File: config.mk
export PLATFORM = sky130hd
export DESIGN_NAME = uart_rx
export DESIGN_NICKNAME = d
export VERILOG_FILES = /design/src/rtl/uart_rx.sv
export SDC_FILE = /design/constraint.sdc
export NUM_CORES = 1
export LEC_CHECK = 0
export CORE_ASPECT_RATIO = 1.75
export CORE_UTILIZATION = 40
export DETAILED_ROUTE_END_ITERATION = 10
export GPL_TIMING_DRIVEN = 0
export SLEW_MARGIN = 20
export SYNTH_ARGS = -nofsm -noshare
export SYNTH_HDL_FRONTEND = slang
export SYNTH_SLANG_ARGS = --single-unit
File: constraint.sdc
create_clock -name clk -period 6.5 [get_ports clk]
set_clock_uncertainty 0.2 [all_clocks]
set_input_delay 1.3 -clock clk [delete_from_list [all_inputs] [get_ports clk]]
set_output_delay 1.3 -clock clk [all_outputs]
set_load 0.02 [all_outputs]
File: src/rtl/uart_rx.sv
// rtl/uart_rx.sv - 8N1 UART receiver: synchronized rx, mid-bit sampling, byte strobe or framing error
module uart_rx #(
    parameter int CLK_FREQ  = 50_000_000,
    parameter int BAUD_RATE = 9600
) (
    input  logic       clk,
    input  logic       rst,
    input  logic       rx,
    output logic [7:0] rx_data,
    output logic       rx_valid,
    output logic       frame_err,
    output logic       rx_busy
);

    localparam int BAUD_TICK = CLK_FREQ / BAUD_RATE;
    localparam int HALF_TICK = BAUD_TICK / 2;
    localparam int CNT_W     = (BAUD_TICK > 2) ? $clog2(BAUD_TICK) : 1;
    localparam logic [CNT_W-1:0] BAUD_LAST = CNT_W'(BAUD_TICK - 1);
    localparam logic [CNT_W-1:0] HALF_LAST = CNT_W'(HALF_TICK - 1);

    typedef enum logic [2:0] {
        S_IDLE  = 3'd0,
        S_START = 3'd1,
        S_DATA  = 3'd2,
        S_STOP  = 3'd3,
        S_BREAK = 3'd4
    } state_t;

    state_t           state, state_nx;
    logic             rx_meta, rx_s;
    logic [CNT_W-1:0] baud_cnt, baud_cnt_nx;
    logic [2:0]       bit_cnt, bit_cnt_nx;
    logic [7:0]       shift_reg, shift_nx;
    logic [7:0]       rx_data_nx;
    logic             valid_nx, ferr_nx;

    // Both synchronizer flops reset to the idle level so reset never looks like a start bit.
    always_ff @(posedge clk or posedge rst) begin
        if (rst) begin
            rx_meta <= 1'b1;
            rx_s    <= 1'b1;
        end else begin
            rx_meta <= rx;
            rx_s    <= rx_meta;
        end
    end

    always_ff @(posedge clk or posedge rst) begin
        if (rst) begin
            state     <= S_IDLE;
            baud_cnt  <= '0;
            bit_cnt   <= '0;
            shift_reg <= '0;
            rx_data   <= '0;
            rx_valid  <= 1'b0;
            frame_err <= 1'b0;
        end else begin
            state     <= state_nx;
            baud_cnt  <= baud_cnt_nx;
            bit_cnt   <= bit_cnt_nx;
            shift_reg <= shift_nx;
            rx_data   <= rx_data_nx;
            rx_valid  <= valid_nx;
            frame_err <= ferr_nx;
        end
    end

    always_comb begin
        state_nx    = state;
        baud_cnt_nx = baud_cnt;
        bit_cnt_nx  = bit_cnt;
        shift_nx    = shift_reg;
        rx_data_nx  = rx_data;
        valid_nx    = 1'b0;
        ferr_nx     = 1'b0;
        case (state)
            S_IDLE: begin
                if (!rx_s) begin
                    state_nx    = S_START;
                    baud_cnt_nx = '0;
                end
            end
            S_START: begin
                if (baud_cnt == HALF_LAST) begin
                    baud_cnt_nx = '0;
                    bit_cnt_nx  = '0;
                    state_nx    = rx_s ? S_IDLE : S_DATA;
                end else begin
                    baud_cnt_nx = baud_cnt + CNT_W'(1);
                end
            end
            S_DATA: begin
                if (baud_cnt == BAUD_LAST) begin
                    baud_cnt_nx = '0;
                    shift_nx    = {rx_s, shift_reg[7:1]};
                    if (bit_cnt == 3'd7) begin
                        state_nx = S_STOP;
                    end else begin
                        bit_cnt_nx = bit_cnt + 3'd1;
                    end
                end else begin
                    baud_cnt_nx = baud_cnt + CNT_W'(1);
                end
            end
            S_STOP: begin
                if (baud_cnt == BAUD_LAST) begin
                    baud_cnt_nx = '0;
                    if (rx_s) begin
                        rx_data_nx = shift_reg;
                        valid_nx   = 1'b1;
                        state_nx   = S_IDLE;
                    end else begin
                        ferr_nx  = 1'b1;
                        state_nx = S_BREAK;
                    end
                end else begin
                    baud_cnt_nx = baud_cnt + CNT_W'(1);
                end
            end
            // A held-low line stays here so it reports one error and never restarts a frame.
            S_BREAK: begin
                if (rx_s) begin
                    state_nx = S_IDLE;
                end
            end
            default: begin
                state_nx = S_IDLE;
            end
        endcase
    end

    assign rx_busy = (state != S_IDLE);

endmodule

Yosys cells after proc, flatten, opt, wreduce, memory -nomap -nowiden. Index checks and enable logic that the tools add are counted.

Flip-flop bits (word level): 39. Input bits: 3. Output and inout port bits: 11. Word-level logic and storage cells: 58.

$add $sub $neg: 2. Equal/unequal tests: 14. Muxes and demuxes: 23. Reductions and logical operators: 10.

Operators by type and width (count): $mux W13 (3); $pmux W13 S3 (1); $mux W3 (10); $pmux W3 S5 (1); $ne A2 B2 Y1 const B (7); $add A13 B1 Y13 const B (1); $eq A13 B12 Y1 const B (1); $eq A13 B13 Y1 const B (1); $eq A3 B2 Y1 const B (2); $eq A3 B3 Y1 const B (2); $mux W1 (6); $pmux W3 S2 (1); $reduce_and A6 Y1 (1); $reduce_bool A3 Y1 (2); $reduce_and A2 Y1 (2); $reduce_and A4 Y1 (1); $add A3 B1 Y3 const B (1); $eq A3 B1 Y1 const B (1); $logic_not A3 Y1 (1); $reduce_and A3 Y1 (1); $mux W2 (1); $reduce_bool A2 Y1 (1); $reduce_or A2 Y1 (1).

Depth between registers and ports, before layout.
Word-level depth: 4. Depth in mapped cells: 7. Depth with buffers taken out: 6.

Worst setup path before layout. Ideal clock, no wire load.

Path type: reg-to-output. Start point: reg state[0]. End point: out rx_busy. Arrival time: 0.978 ns. Data required time: 5.000 ns. Setup slack: 4.022 ns. Cell stages (with the launch flop): 3. Cells stage by stage: dfrtp_1 clkbuf_1 or3_1.

Cells in the longest elaborated chain, start to end: 1.

RTL lines: from (decl) (RTL line 29) `state_t state, state_nx;`; from (signal assigned) (RTL line 58) `state <= state_nx;`; $reduce_bool A3 Y1 (RTL line 132) `assign rx_busy = (state != S_IDLE);`; to (decl) (RTL line 12) `output logic rx_busy`.

Every way passes these cells.

Final worst setup path. Same ends and word-level chain as after synthesis.

==> impl_metrics.yaml <==
cts:
  cts-root-buf: "clkbuf_8"
  cts_tree: "yes"
  cts_resized: 0
  cts_sinks: 39
  cts_max_path_buffers: 2
  cts_setup_buffers: 0
  clkLatencyLatePin_ns: 0.29
  cts_hold_buf: 0
  h-tree-depth: 2
  cts_buffers: 5
  clk_pin_slew_worst_paths_ns: 0.08
die:
  num_rows: 32
  die_h_um: 92.8
  die_w_um: 53.9
  core_area_mm2: 0.00444
  ios: 14
  start_util_pct: 42.4
  die_area_mm2: 0.00500
place:
  hpwl_um: 2700
  io_buffers: 13
  place_congestion: 0.867
  dp_slack_ns: 3.52
  placed_cell_area_mm2: 0.00211
hold_path:
  hp-class: "reg2reg"
drt:
  vias: 1352
  firstDrtPassIters: 4
  wire_per_inst_um: 15.2
  routed_wl_um: 3630
  initialDrtViolationCount: 25
  drc: 0
  via_per_inst: 5.66
  ant_nets: 0
timing:
  rsz0062_at_grt: "false"
  fin_setup_tns_ns: 0
  slew_headroom_pct: 60.6
  postLayoutSetupSlackWorst_ns: 3.22
  worstMarginPinSlew_ns: 0.589
  setup_violations: 0
  min_period_ns: 3.28
  max_freq_ghz: 0.305
  fin_crit_sh_pct: 50.5
  drv_slew: 0
  hold_viol_final: 0
yosys:
  yosys.area.top_type_share_pct: 49.1
  synth_top_cell_by_area: "dfrtp_1"
  ys_warn_count: 0
  syn_area_mm2: 0.00188
  synth.most_common_cell: "dfrtp_1"
  synth_cell_type_count: 41
  yosysSeqAreaShare_pct: 51.9
  ys.flop_type: "dfrtp_1"
  synth_seq_cells: 39
  synth_commonest_cells: "37 x dfrtp_1, 17 x mux2_2, 10 x inv_1, 10 x nand2_1"
  synthArstFlopShare_pct: 100
  synth_edf_count: 0
  synth_nets: 172
  syn_inst: 166
  synth.area.top_cells: "dfrtp_1 49%, mux2_2 10%, a21o_1 3.2%, dfstp_2 2.8%, and3_1 2.7%"
  syn_area_per_cell_um2: 11.4
worst_setup_path:
  max_stage_delay_ns: 0.54
  required_ns: 5.00
  cp-start-kind: "register"
  slowest_stage: "clkdlybuf4s50_1"
  critical_path_buf_inv_count: 2
  critPathMaxFanout: 9
  cp_top_family: "buffers and inverters"
  crit_arrival_ns: 1.78
  cp-end-kind: "output pin"
  critPathKind: "reg2out"
  path_cells: "clkbuf_1, or3_1, clkdlybuf4s50_1"
global_routing:
  antenna_found_initial: 0
  grt_usage_pct: 16.7
  grt_pass1_vias: 1382
  grt_max_degree: 26
  grt_pass1_wl_um: 6110
  grt.overflow.total: 0
power_and_ir_drop:
  p_leak_uw: 0.00103
  ir_drop_mv: 0.166
  power.density_mw_per_mm2: 220
status:
  outcome: "finished clean"
finish:
  drive_above_1_share_pct: 20.2
  n_antenna_cell: 0
  largest_reg_flops: 13
  n_fill_cell: 409
  fin_area_mm2: 0.00224
  num-nets-final: 193
  syn2layout_area_growth_pct: 19.0
run:
  cap_violations: 0
-- area by class of cell --
class                      count  area [um^2]  share of cell area, %
multi-input combinational    112          838                   37.4
timing repair buffer          14          158                   7.03
sequential                    39          978                   43.6
inverter                      10         37.5                   1.67
tap                           51         63.8                   2.85
buffer                         5         30.0                   1.34
clock buffer                   5         68.8                   3.07
clock inverter                 3         67.6                   3.01
-- power by group --
group,switching (uW),internal (uW)
sequential,0.709,244
combinational,5.16,2.94
clock,87.4,153
total,93.3,400
-- routing by layer --
metal	part of all wire [%]	wire length (um)	global-route usage (%)	vias to the layer above
met3	2.6	94	3.94	9
met5	0	0	0	-
met4	2.9	104	8.77	0
met2	55	2000	28.9	23
li1	-	-	-	642
met1	39	1430	17.7	678
-- cell families after synthesis --
kind of cell	after synthesis	share of synthesized area [%]
xor gates and xnor gates	1	0.465
DFF	39	51.9
buffers and inverters	15	3.59
and+or+nand+nor	61	20.1
adders and majority gates	3	1.99
AOI/OAI and AO/OA	27	10.2
muxes	20	11.8
-- worst reg2reg max path, cell delays in order (launching register included) --
cell and delay [ns]:
dfrtp_1 0.45, or4b_2 0.73, nor4_4 0.34, nand2_2 0.25, o32ai_1 0.36, mux2i_1 0.27
-- through the flow --
step	power [uW]	cells	util (%)	hold WS, ns
floorplan	253	166	-	0.145
global placement	255	230	46.8	0.146
detailed placement	258	231	47.4	0.148
CTS	499	239	50.5	0.159
global route	511	239	50.5	0.160
finish	493	239	50.5	0.157
-- path summary, 6_finish.rpt --
path / from / slack [ns] / cells past startpoint / endpoint
setup / recovery: state[0]$_DFFE_PP0P_ / 3.22 / 3 / rx_busy
hold / removal: rx_meta$_DFF_PP1_ / 0.16 / 0 / rx_s$_DFF_PP1_
setup reg to reg: baud_cnt[9]$_DFFE_PP0P_ / 3.82 / 5 / bit_cnt[1]$_DFFE_PP0P_
hold reg to reg: rx_meta$_DFF_PP1_ / 0.16 / 0 / rx_s$_DFF_PP1_
max in group asynchronous: rst / 4.57 / 3 / rx_data[7]$_DFFE_PP0P_
min in group asynchronous: rst / 1.09 / 2 / baud_cnt[8]$_DFFE_PP0P_
-- cell usage in the layout (no fill, tap or decap), types with 2 or more instances in the layout --
cell	Yosys	routed
a21o_1	8	8
a21oi_1	3	3
and3_1	8	8
bufinv_16	0	2
clkbuf_1	3	3
clkbuf_8	0	5
clkdlybuf4s50_1	0	13
dfrtp_1	37	37
dfstp_2	2	2
ha_1	3	3
inv_1	10	9
mux2_2	17	17
mux2i_1	3	3
nand2_1	10	10
nand2b_1	2	2
nand3_1	3	3
nand4_1	2	2
nand4b_1	2	2
nor2_1	7	7
nor3_1	6	6
nor3b_1	5	5
nor4bb_1	2	2
o21ai_0	8	8
o221ai_1	2	2
o22ai_1	2	2
or3_1	3	3
Power figures use the tool's default switching activity.
